**src/rtl/alu_pkg.sv**
```systemverilog
// alu_pkg: opcodes, handshake states and flag bundle for alu_pipe_hs
package alu_pkg;
  localparam logic [3:0] OP_AND  = 4'b0000;
  localparam logic [3:0] OP_OR   = 4'b0001;
  localparam logic [3:0] OP_ADD  = 4'b0010;
  localparam logic [3:0] OP_XOR  = 4'b0011;
  localparam logic [3:0] OP_SLL  = 4'b0100;
  localparam logic [3:0] OP_SRL  = 4'b0101;
  localparam logic [3:0] OP_SUB  = 4'b0110;
  localparam logic [3:0] OP_SRA  = 4'b0111;
  localparam logic [3:0] OP_SLT  = 4'b1000;
  localparam logic [3:0] OP_SLTU = 4'b1001;
  localparam logic [3:0] OP_MUL  = 4'b1010;
  typedef enum logic [1:0] {IDLE, BUSY, DONE} state_t;
  typedef struct packed {
    logic zero;
    logic carry;
    logic overflow;
    logic illegal;
  } flags_t;
endpackage

```
**src/rtl/alu_mul_iter.sv**
```systemverilog
// alu_mul_iter: shift-add multiplier, one partial product per clock, low WIDTH bits kept
module alu_mul_iter #(
  parameter int WIDTH = 32
) (
  input  logic             clk,
  input  logic             rst_n,
  input  logic             start,
  input  logic [WIDTH-1:0] a,
  input  logic [WIDTH-1:0] b,
  output logic             busy,
  output logic             done,
  output logic [WIDTH-1:0] product
);
  localparam int CW = $clog2(WIDTH) + 1;
  logic [CW-1:0] cnt;
  logic [WIDTH-1:0] acc, mc, mp;
  assign busy = cnt != '0;
  assign done = cnt == CW'(1);
  // product is the accumulator after this cycle's step, valid to capture when done
  assign product = acc + (mp[0] ? mc : '0);
  always_ff @(posedge clk or negedge rst_n)
    if (!rst_n) begin
      cnt <= '0;
      acc <= '0;
      mc  <= '0;
      mp  <= '0;
    end else if (start) begin
      cnt <= CW'(WIDTH);
      acc <= '0;
      mc  <= a;
      mp  <= b;
    end else if (busy) begin
      cnt <= cnt - CW'(1);
      acc <= product;
      mc  <= mc << 1;
      mp  <= mp >> 1;
    end
endmodule

```
**src/rtl/alu_pipe_hs.sv**
```systemverilog
// alu_pipe_hs: registered ALU with valid/ready handshake on both sides
// ALU_MUL_EN adds the iterative multiplier on opcode 1010; otherwise 1010 is illegal.
module alu_pipe_hs
  import alu_pkg::*;
#(
  parameter int WIDTH = 32
) (
  input  logic             clk,
  input  logic             rst_n,
  input  logic             in_valid,
  output logic             in_ready,
  input  logic [WIDTH-1:0] a,
  input  logic [WIDTH-1:0] b,
  input  logic [3:0]       alu_ctrl,
  output logic             out_valid,
  input  logic             out_ready,
  output logic [WIDTH-1:0] result,
  output logic             zero,
  output logic             carry,
  output logic             overflow,
  output logic             illegal
);
  localparam int SHAMT_W = $clog2(WIDTH);
  state_t state, state_n;
  flags_t fl, fl_c;
  logic [WIDTH-1:0] res_c, mul_p;
  logic [WIDTH:0] add_s, sub_s;
  logic [SHAMT_W-1:0] sh;
  logic accept, is_mul, mul_busy, mul_done;
`ifdef ALU_MUL_EN
  assign is_mul = alu_ctrl == OP_MUL;
  alu_mul_iter #(.WIDTH(WIDTH)) u_mul (
    .clk(clk), .rst_n(rst_n), .start(accept & is_mul), .a(a), .b(b),
    .busy(mul_busy), .done(mul_done), .product(mul_p)
  );
`else
  assign is_mul   = 1'b0;
  assign mul_busy = 1'b0;
  assign mul_done = 1'b0;
  assign mul_p    = '0;
`endif
  assign sh        = b[SHAMT_W-1:0];
  assign add_s     = {1'b0, a} + {1'b0, b};
  assign sub_s     = {1'b0, a} + {1'b0, ~b} + {{WIDTH{1'b0}}, 1'b1};
  assign in_ready  = (state == IDLE & !mul_busy) | (state == DONE & out_ready);
  assign accept    = in_valid & in_ready;
  assign out_valid = state == DONE;
  assign {zero, carry, overflow, illegal} = fl;
  always_comb begin
    res_c = '0;
    fl_c  = '0;
    case (alu_ctrl)
      OP_AND:  res_c = a & b;
      OP_OR:   res_c = a | b;
      OP_XOR:  res_c = a ^ b;
      OP_SLL:  res_c = a << sh;
      OP_SRL:  res_c = a >> sh;
      OP_SRA:  res_c = $signed(a) >>> sh;
      OP_SLT:  res_c = {{(WIDTH-1){1'b0}}, $signed(a) < $signed(b)};
      OP_SLTU: res_c = {{(WIDTH-1){1'b0}}, a < b};
      OP_ADD: begin
        res_c         = add_s[WIDTH-1:0];
        fl_c.carry    = add_s[WIDTH];
        fl_c.overflow = (a[WIDTH-1] == b[WIDTH-1]) & (res_c[WIDTH-1] != a[WIDTH-1]);
      end
      OP_SUB: begin
        res_c         = sub_s[WIDTH-1:0];
        fl_c.carry    = sub_s[WIDTH];
        fl_c.overflow = (a[WIDTH-1] != b[WIDTH-1]) & (res_c[WIDTH-1] != a[WIDTH-1]);
      end
      default: fl_c.illegal = 1'b1;
    endcase
    fl_c.zero = res_c == '0;
  end
  always_comb begin
    state_n = state;
    if (accept) state_n = is_mul ? BUSY : DONE;
    else if (state == BUSY & mul_done) state_n = DONE;
    else if (state == DONE & out_ready) state_n = IDLE;
  end
  always_ff @(posedge clk or negedge rst_n)
    if (!rst_n) begin
      state  <= IDLE;
      result <= '0;
      fl     <= '0;
    end else begin
      state <= state_n;
      if (accept & !is_mul) begin
        result <= res_c;
        fl     <= fl_c;
      end else if (state == BUSY & mul_done) begin
        result <= mul_p;
        fl     <= '{mul_p == '0, 1'b0, 1'b0, 1'b0};
      end
    end
endmodule

```
**config.mk**
```make
export PLATFORM = sky130hd
export DESIGN_NAME = alu_pipe_hs
export DESIGN_NICKNAME = d
export VERILOG_FILES = /design/src/rtl/alu_pkg.sv /design/src/rtl/alu_mul_iter.sv /design/src/rtl/alu_pipe_hs.sv
export SDC_FILE = /design/constraint.sdc
export NUM_CORES = 1
export LEC_CHECK = 0
export BUFFER_PORTS_ARGS = -buffer_cell sky130_fd_sc_hd__buf_2
export CAP_MARGIN = 0
export CORE_ASPECT_RATIO = 2
export CORE_MARGIN = 4
export CORE_UTILIZATION = 50
export DETAILED_ROUTE_END_ITERATION = 10
export GPL_ROUTABILITY_DRIVEN = 1
export PLACE_DENSITY = 0.74
export SYNTH_ARGS = -nofsm -noshare
export SYNTH_HDL_FRONTEND = slang
export SYNTH_SLANG_ARGS = --single-unit
```
**constraint.sdc**
```tcl
create_clock -name clk -period 4.8 [get_ports clk]
set_clock_uncertainty 0.15 [all_clocks]
set_input_delay 0.24 -clock clk [delete_from_list [all_inputs] [get_ports clk]]
set_output_delay 0.24 -clock clk [all_outputs]
set_load 0.02 [all_outputs]
```
==> results_dict.tcl, run 1 <==
set metrics [dict create \
    status "finished clean" \
    num_io_pins 110 \
    antenna_found_initial 1 \
    insertion_delay_ps 280 \
    fillers 2156 \
    die_area_um2 24600 \
    synth_area_leaders "ha_1, dfrtp_1, mux4_2" \
    syn_inst 1516 \
    post-dp-hpwl_um 44900 \
    yosys.area.top_type_share_pct 11.5 \
    worstPathArrival_ps 4610 \
    post-route-util_pct 56.7 \
    slew_violations 0 \
    dpl_cell_area_um2 12100 \
    cp.required_ps 4880 \
    overflow 0 \
    slew_headroom_pct 21.1 \
    gp_congestion 1.15 \
    synth_seq_cells 37 \
    drt-total-wl_um 55500 \
    post_cts_buffers 0 \
    ys_warn_count 0 \
    synth_edf_count 0 \
    numCtsBuffers 5 \
    synth_top_cell_by_area "ha_1" \
    hold_viol 0 \
    cts-root-buf "clkbuf_16" \
    io_buffers 109 \
    crit_fanout 29 \
    maxCapViolCount 0 \
    vias_per_cell 7.14 \
    syn_area_per_cell_um2 7.26 \
    rows 76 \
    drc_errors 0 \
    hold_path_class "input port to flip-flop" \
    grt_pass1_vias 13133 \
    cts_tree "built" \
    die_w_um 113 \
    criticalPathCategory "input port to flip-flop" \
    drtPass1Iterations 6 \
    grt_max_degree 61 \
    peakVddDrop_uv 359 \
    p_per_area_nw_per_um2 184 \
    drt_iter0_markers 1409 \
    end_kind "flip-flop" \
    path_clk_slew_ps 60 \
    core_um2 21600 \
    postRouteAntennaNets 0 \
    routedWlPerCell_um 29.6 \
    asyncSetResetFlopFracSynth_pct 100 \
    setup_violations 0 \
    grt_pass1_wl_um 81800 \
    synthesis.nets 1691 \
    cts.sinks 37 \
    period_share_pct 94.4 \
    rsz0062_at_grt "no" \
    syn2layout_area_growth_pct 11.2 \
    vias 13367 \
    synth-seq-area-share_pct 8.41 \
    final.setup.tns_ps 0 \
    reg2reg_slack_ps 1180 \
    drive_above_1_share_pct 18.5 \
    netlist_top_cells_count "nand2_1, nor2_1, a21oi_1" \
    synthFlopType "dfrtp_1" \
    fin_nets 1772 \
    yosysUniqueCellTypes 89 \
    grt_usage_pct 43.8 \
    yosysMostFrequentCell "nand2_1" \
    die_h_um 218 \
    max_clock_freq_mhz 221 \
    cts_max_level 2 \
    final_cell_area_um2 12200 \
    start_util_pct 51.0 \
    worst-slew-pin-transition_ps 1180 \
    synth.cell_area_um2 11000 \
    post-route-min-period_ps 4530 \
    cp-start-kind "input port" \
    p_leak_nw 5.41 \
    cts_max_path_buffers 2 \
]
-- stage by stage --
step	setup slack [ps]	power, W	hold slack (ps)	cells
after floorplan	630	0.00131	-206	1516
after CTS	558	0.00221	37.9	1870
after detailed placement	263	0.00187	220	1862
after global placement	242	0.00186	207	1862
after global routing	158	0.00235	67.5	1871
final	267	0.00225	37.4	1871
-- routing by layer --
| layer | vias up | track usage [%] | wire [µm] |
|---|---|---|---|
| li1 | 5840 | - | - |
| met4 | 0 | 39.0 | 6510 |
| met2 | 911 | 75.3 | 26900 |
| met5 | - | 0 | 0 |
| met1 | 6276 | 45.0 | 17800 |
| met3 | 340 | 6.61 | 4260 |
-- worst max-delay path: stages --
cell and delay, ps:
buf_4 280, buf_12 250, mux4_2 530, mux2i_1 210, mux2i_1 150, o2111ai_1 650
o2111ai_1 300, nor4_1 350, nand4_1 170, nor4_1 520, buf_4 200, nand4_1 150
nor4_1 360, a32o_1 220
-- cell type report --
cell class | count | area (µm²) | share of cell area, %
Tap cell | 273 | 342 | 2.79
Inverter | 95 | 357 | 2.91
Timing Repair Buffer | 203 | 1300 | 10.6
Antenna cell | 1 | 2.50 | 0.0204
Multi-Input combinational cell | 1255 | 9170 | 75.0
Sequential cell | 37 | 926 | 7.56
Clock buffer | 7 | 143 | 1.17
-- path summary, 6_finish.rpt --
path | startpoint | end | cells past startpoint
hold reg to reg | result[5]$_DFFE_PN0P_ | result[5]$_DFFE_PN0P_ | 2
setup / recovery | b[0] | zero$_DFFE_PN0P_ | 14
setup reg to reg | state[1]$_DFFE_PN0P_ | zero$_DFFE_PN0P_ | 13
max in group asynchronous | rst_n | result[10]$_DFFE_PN0P_ | 2
hold / removal | in_valid | state[1]$_DFFE_PN0P_ | 2
min in group asynchronous | rst_n | carry$_DFFE_PN0P_ | 2
-- placed cells by master, fill, tap and decap left out, types with 6 or more instances in the layout --
cell type / instances
o31ai_1: 13
mux4_1: 10
nor2b_1: 23
nand2b_1: 22
o2111ai_1: 7
o21a_1: 8
mux2i_1: 59
nand4_1: 19
buf_2: 107
a221oi_1: 12
and3_1: 7
a211oi_1: 25
nand3_1: 39
o21ai_0: 105
o221ai_1: 18
a41oi_1: 6
nor2_1: 133
a311oi_1: 7
a21oi_1: 117
dfrtp_1: 37
o21bai_1: 8
nor4_1: 17
ha_1: 101
a221o_1: 6
inv_1: 93
nor3_1: 40
nand2_1: 180
o211ai_1: 28
mux4_2: 39
buf_4: 92
o22ai_1: 11
a31oi_1: 11
mux2_2: 19
and2_1: 9
or2_2: 6
a22oi_1: 17
xnor2_1: 7
-- state kept, by name, summed over array words and instances (netlist names) --
register  flops
result       32
carry         1
illegal       1
overflow      1
state         1
zero          1
-- cells by family (layout without fill, tap and decap cells) --
kind of cell    count (synthesis)  count (layout)  share of synthesized area, %
compound gates                486             486                          30.0
xor+xnor                       11              11                         0.875
fa+ha+maj                     103             103                          11.8
buf+inv                       224             305                          8.49
flops                          37              37                          8.41
mux                           129             129                          17.9
other cells                     0               1                             0
simple gates                  526             526                          22.5
-- power by group --
part | switching [W] | leakage [nW] | internal [W] | total, W
clock network | 0.000133 | 0.0700 | 0.000204 | 0.000338
logic | 0.000997 | 4.88 | 0.000532 | 0.00153
registers | 0.0000248 | 0.466 | 0.000364 | 0.000389
-- repair_timing --
item | CTS | global route
hold buffers | 1 | 0
hold endpoints to repair | 37 | 0
resized for setup | 0 | 0
Note: power is estimated with default switching activity, not from simulation.
==> run 2, diff against run 1 <==
Settings changed: CORE_MARGIN 4 to 2, PLACE_DENSITY 0.74 to 0.77.
Clock period 4.8 ns to 4.1 ns, I/O delays scaled along.
==> run 2 against run 1 <==
Net effect: routed wire length grew 5.0%; register-to-register slack got worse by 430 ps; hold slack better by 85 ps; clock power grew 16%; final cell count up 12%; via count up 9.1%; critical endpoint unchanged.
==> results_dict.tcl, run 2 (same netlist as run 1, synthesis figures left out) <==
set metrics [dict create \
    power.switching_w 0.00144 \
    cts_tree "built" \
    p_per_area_nw_per_um2 208 \
    worst-slew-pin-transition_ps 983 \
    rows 76 \
    drc_errors 0 \
    post-dp-hpwl_um 47800 \
    p_comb_share_pct 71.0 \
    final_cell_mix "buf_4, nand2_1, nor2_1" \
    die_h_um 214 \
    clockPowerShare_pct 13.4 \
    status "finished clean" \
    grt_max_degree 60 \
    rsz0062_at_grt "no" \
    power_w 0.00292 \
    switching_share_pct 49.1 \
    multiInputGateArea_um2 9190 \
    cpPeakStageDelay_ps 500 \
    criticalPathCategory "input port to flip-flop" \
    die_area_um2 23300 \
    grt_pass1_wl_um 86500 \
    postRouteAntennaNets 0 \
    die_w_um 109 \
    internal_power_w 0.00149 \
    start_util_pct 51.0 \
    numCtsBuffers 5 \
    maxCapViolCount 0 \
    timing.rr.start "state[1]$_DFFE_PN0P_" \
    hold_viol 0 \
    fillers 1937 \
    drt-total-wl_um 58200 \
    period_share_pct 95.1 \
    worstPathArrival_ps 3980 \
    syn2layout_area_growth_pct 27.7 \
    cts_max_path_buffers 2 \
    insertion_delay_ps 290 \
    largest_register "result" \
    seqCellArea_um2 926 \
    drt_iter0_markers 1484 \
    hold_end "state[1]$_DFFE_PN0P_" \
    vias 14586 \
    final.setup.tns_ps 0 \
    peakVddDrop_uv 353 \
    crit_buf_inv 6 \
    end_kind "flip-flop" \
    layout_commonest_cell "buf_4" \
    hold_path_class "input port to flip-flop" \
    largest_reg_flops 32 \
    overflow 0 \
    routedWlPerCell_um 27.7 \
    reg2reg_slack_ps 750 \
    gp_congestion 1.10 \
    post-route-min-period_ps 3900 \
    cp_common_cell "buf_4" \
    cp-start-kind "input port" \
    final_cells 2103 \
    slew_violations 0 \
    crit_chain "buf_4 > buf_4 > clkinv_1 > ha_1 > nand2b_1 > o21ai_0 > o21ai_0 > buf_4 > nand3_1 > o21ai_0 > o31ai_1 > buf_4 > o221ai_1 > nor4b_1 > nand4_1 > nor4_1 > buf_4 > a32o_1" \
    max_clock_freq_mhz 256 \
    reg2reg_to "zero$_DFFE_PN0P_" \
    drive_above_1_share_pct 28.9 \
    slew_headroom_pct 34.0 \
    critPathTopFamily "simple AND/OR/NAND/NOR gates" \
    setup_violations 0 \
    grt_usage_pct 50.0 \
    vias_per_cell 6.94 \
    fin_nets 2002 \
    dp.cells 2091 \
    grt_pass1_vias 14522 \
    cts_max_level 2 \
    seq_power_share_pct 15.6 \
    r2r_cells 14 \
    worstHoldPathCells 3 \
    io_buffers 109 \
    hold_start "out_ready" \
    p_leak_nw 6.55 \
    crit_fanout 18 \
    path_clk_slew_ps 60 \
    cts-root-buf "clkbuf_16" \
    drtPass1Iterations 6 \
    cp.required_ps 4180 \
    critPathSlowestCell "nor4b_1" \
    antenna_found_initial 2 \
    cts.sinks 37 \
    num_io_pins 110 \
    core_um2 21600 \
]
## run 2: how the worst max path moves through the flow
stage / start / endpoint / slack, ps / cells after the start
final: b[0] / zero$_DFFE_PN0P_ / 200 / 18
after global routing: b[0] / zero$_DFFE_PN0P_ / 30 / 15
after CTS: b[0] / zero$_DFFE_PN0P_ / 220 / 16
after detailed placement: b[0] / zero$_DFFE_PN0P_ / -70 / 16
after global placement: b[0] / zero$_DFFE_PN0P_ / -150 / 16
after floorplan: b[3] / zero$_DFFE_PN0P_ / 70 / 17
## run 2: worst min-delay path: stages
cell and delay [ps]:
buf_2 70, nand2b_1 170, nand2b_1 80
## run 2: what timing repair did
action,4_1_cts,5_1_grt
setup endpoints to repair,0,1
hold buffers,2,0
hold endpoints to repair,38,0
resized for setup,0,2
buffers inserted,0,0
## run 2: layout make-up
type,count,area share [%]
diodes,2,0.0356
clock buffers,6,0.917
clock inverters,2,0.0712
inverters,95,2.54
multi-input cells,1255,65.4
flip-flops and latches,37,6.59
well taps,273,2.43
repair buffers,433,22.1
## run 2: per-stage QoR
stage               instance area [µm²]  setup WS [ps]  utilization (%)  hold slack [ps]
floorplan                         11000           67.9                -             -241
global placement                  13900           -149             64.3              157
finish                            14100            199             65.1              122
detailed placement                13900          -71.1             64.3              185
global route                      14100           27.9             65.1              143
CTS                               14000            217             65.1              119
## run 2: power groups by stage
stage	Sequential (W)	Combinational [W]	Clock (W)
detailed placement	0.000462	0.00199	0
floorplan	0.000540	0.000994	0
finish	0.000455	0.00208	0.000392
global placement	0.000459	0.00196	0
global route	0.000464	0.00218	0.000404
CTS	0.000456	0.00200	0.000390
## run 2: routing by layer
metal	share of wire, %	vias up	wire length (µm)	GRT usage [%]
li1	-	6288	-	-
met2	47	1119	27100	82.7
met3	8.2	468	4750	9.48
met4	14	0	8150	53.8
met5	0	-	0	0
met1	31	6711	18200	49.0
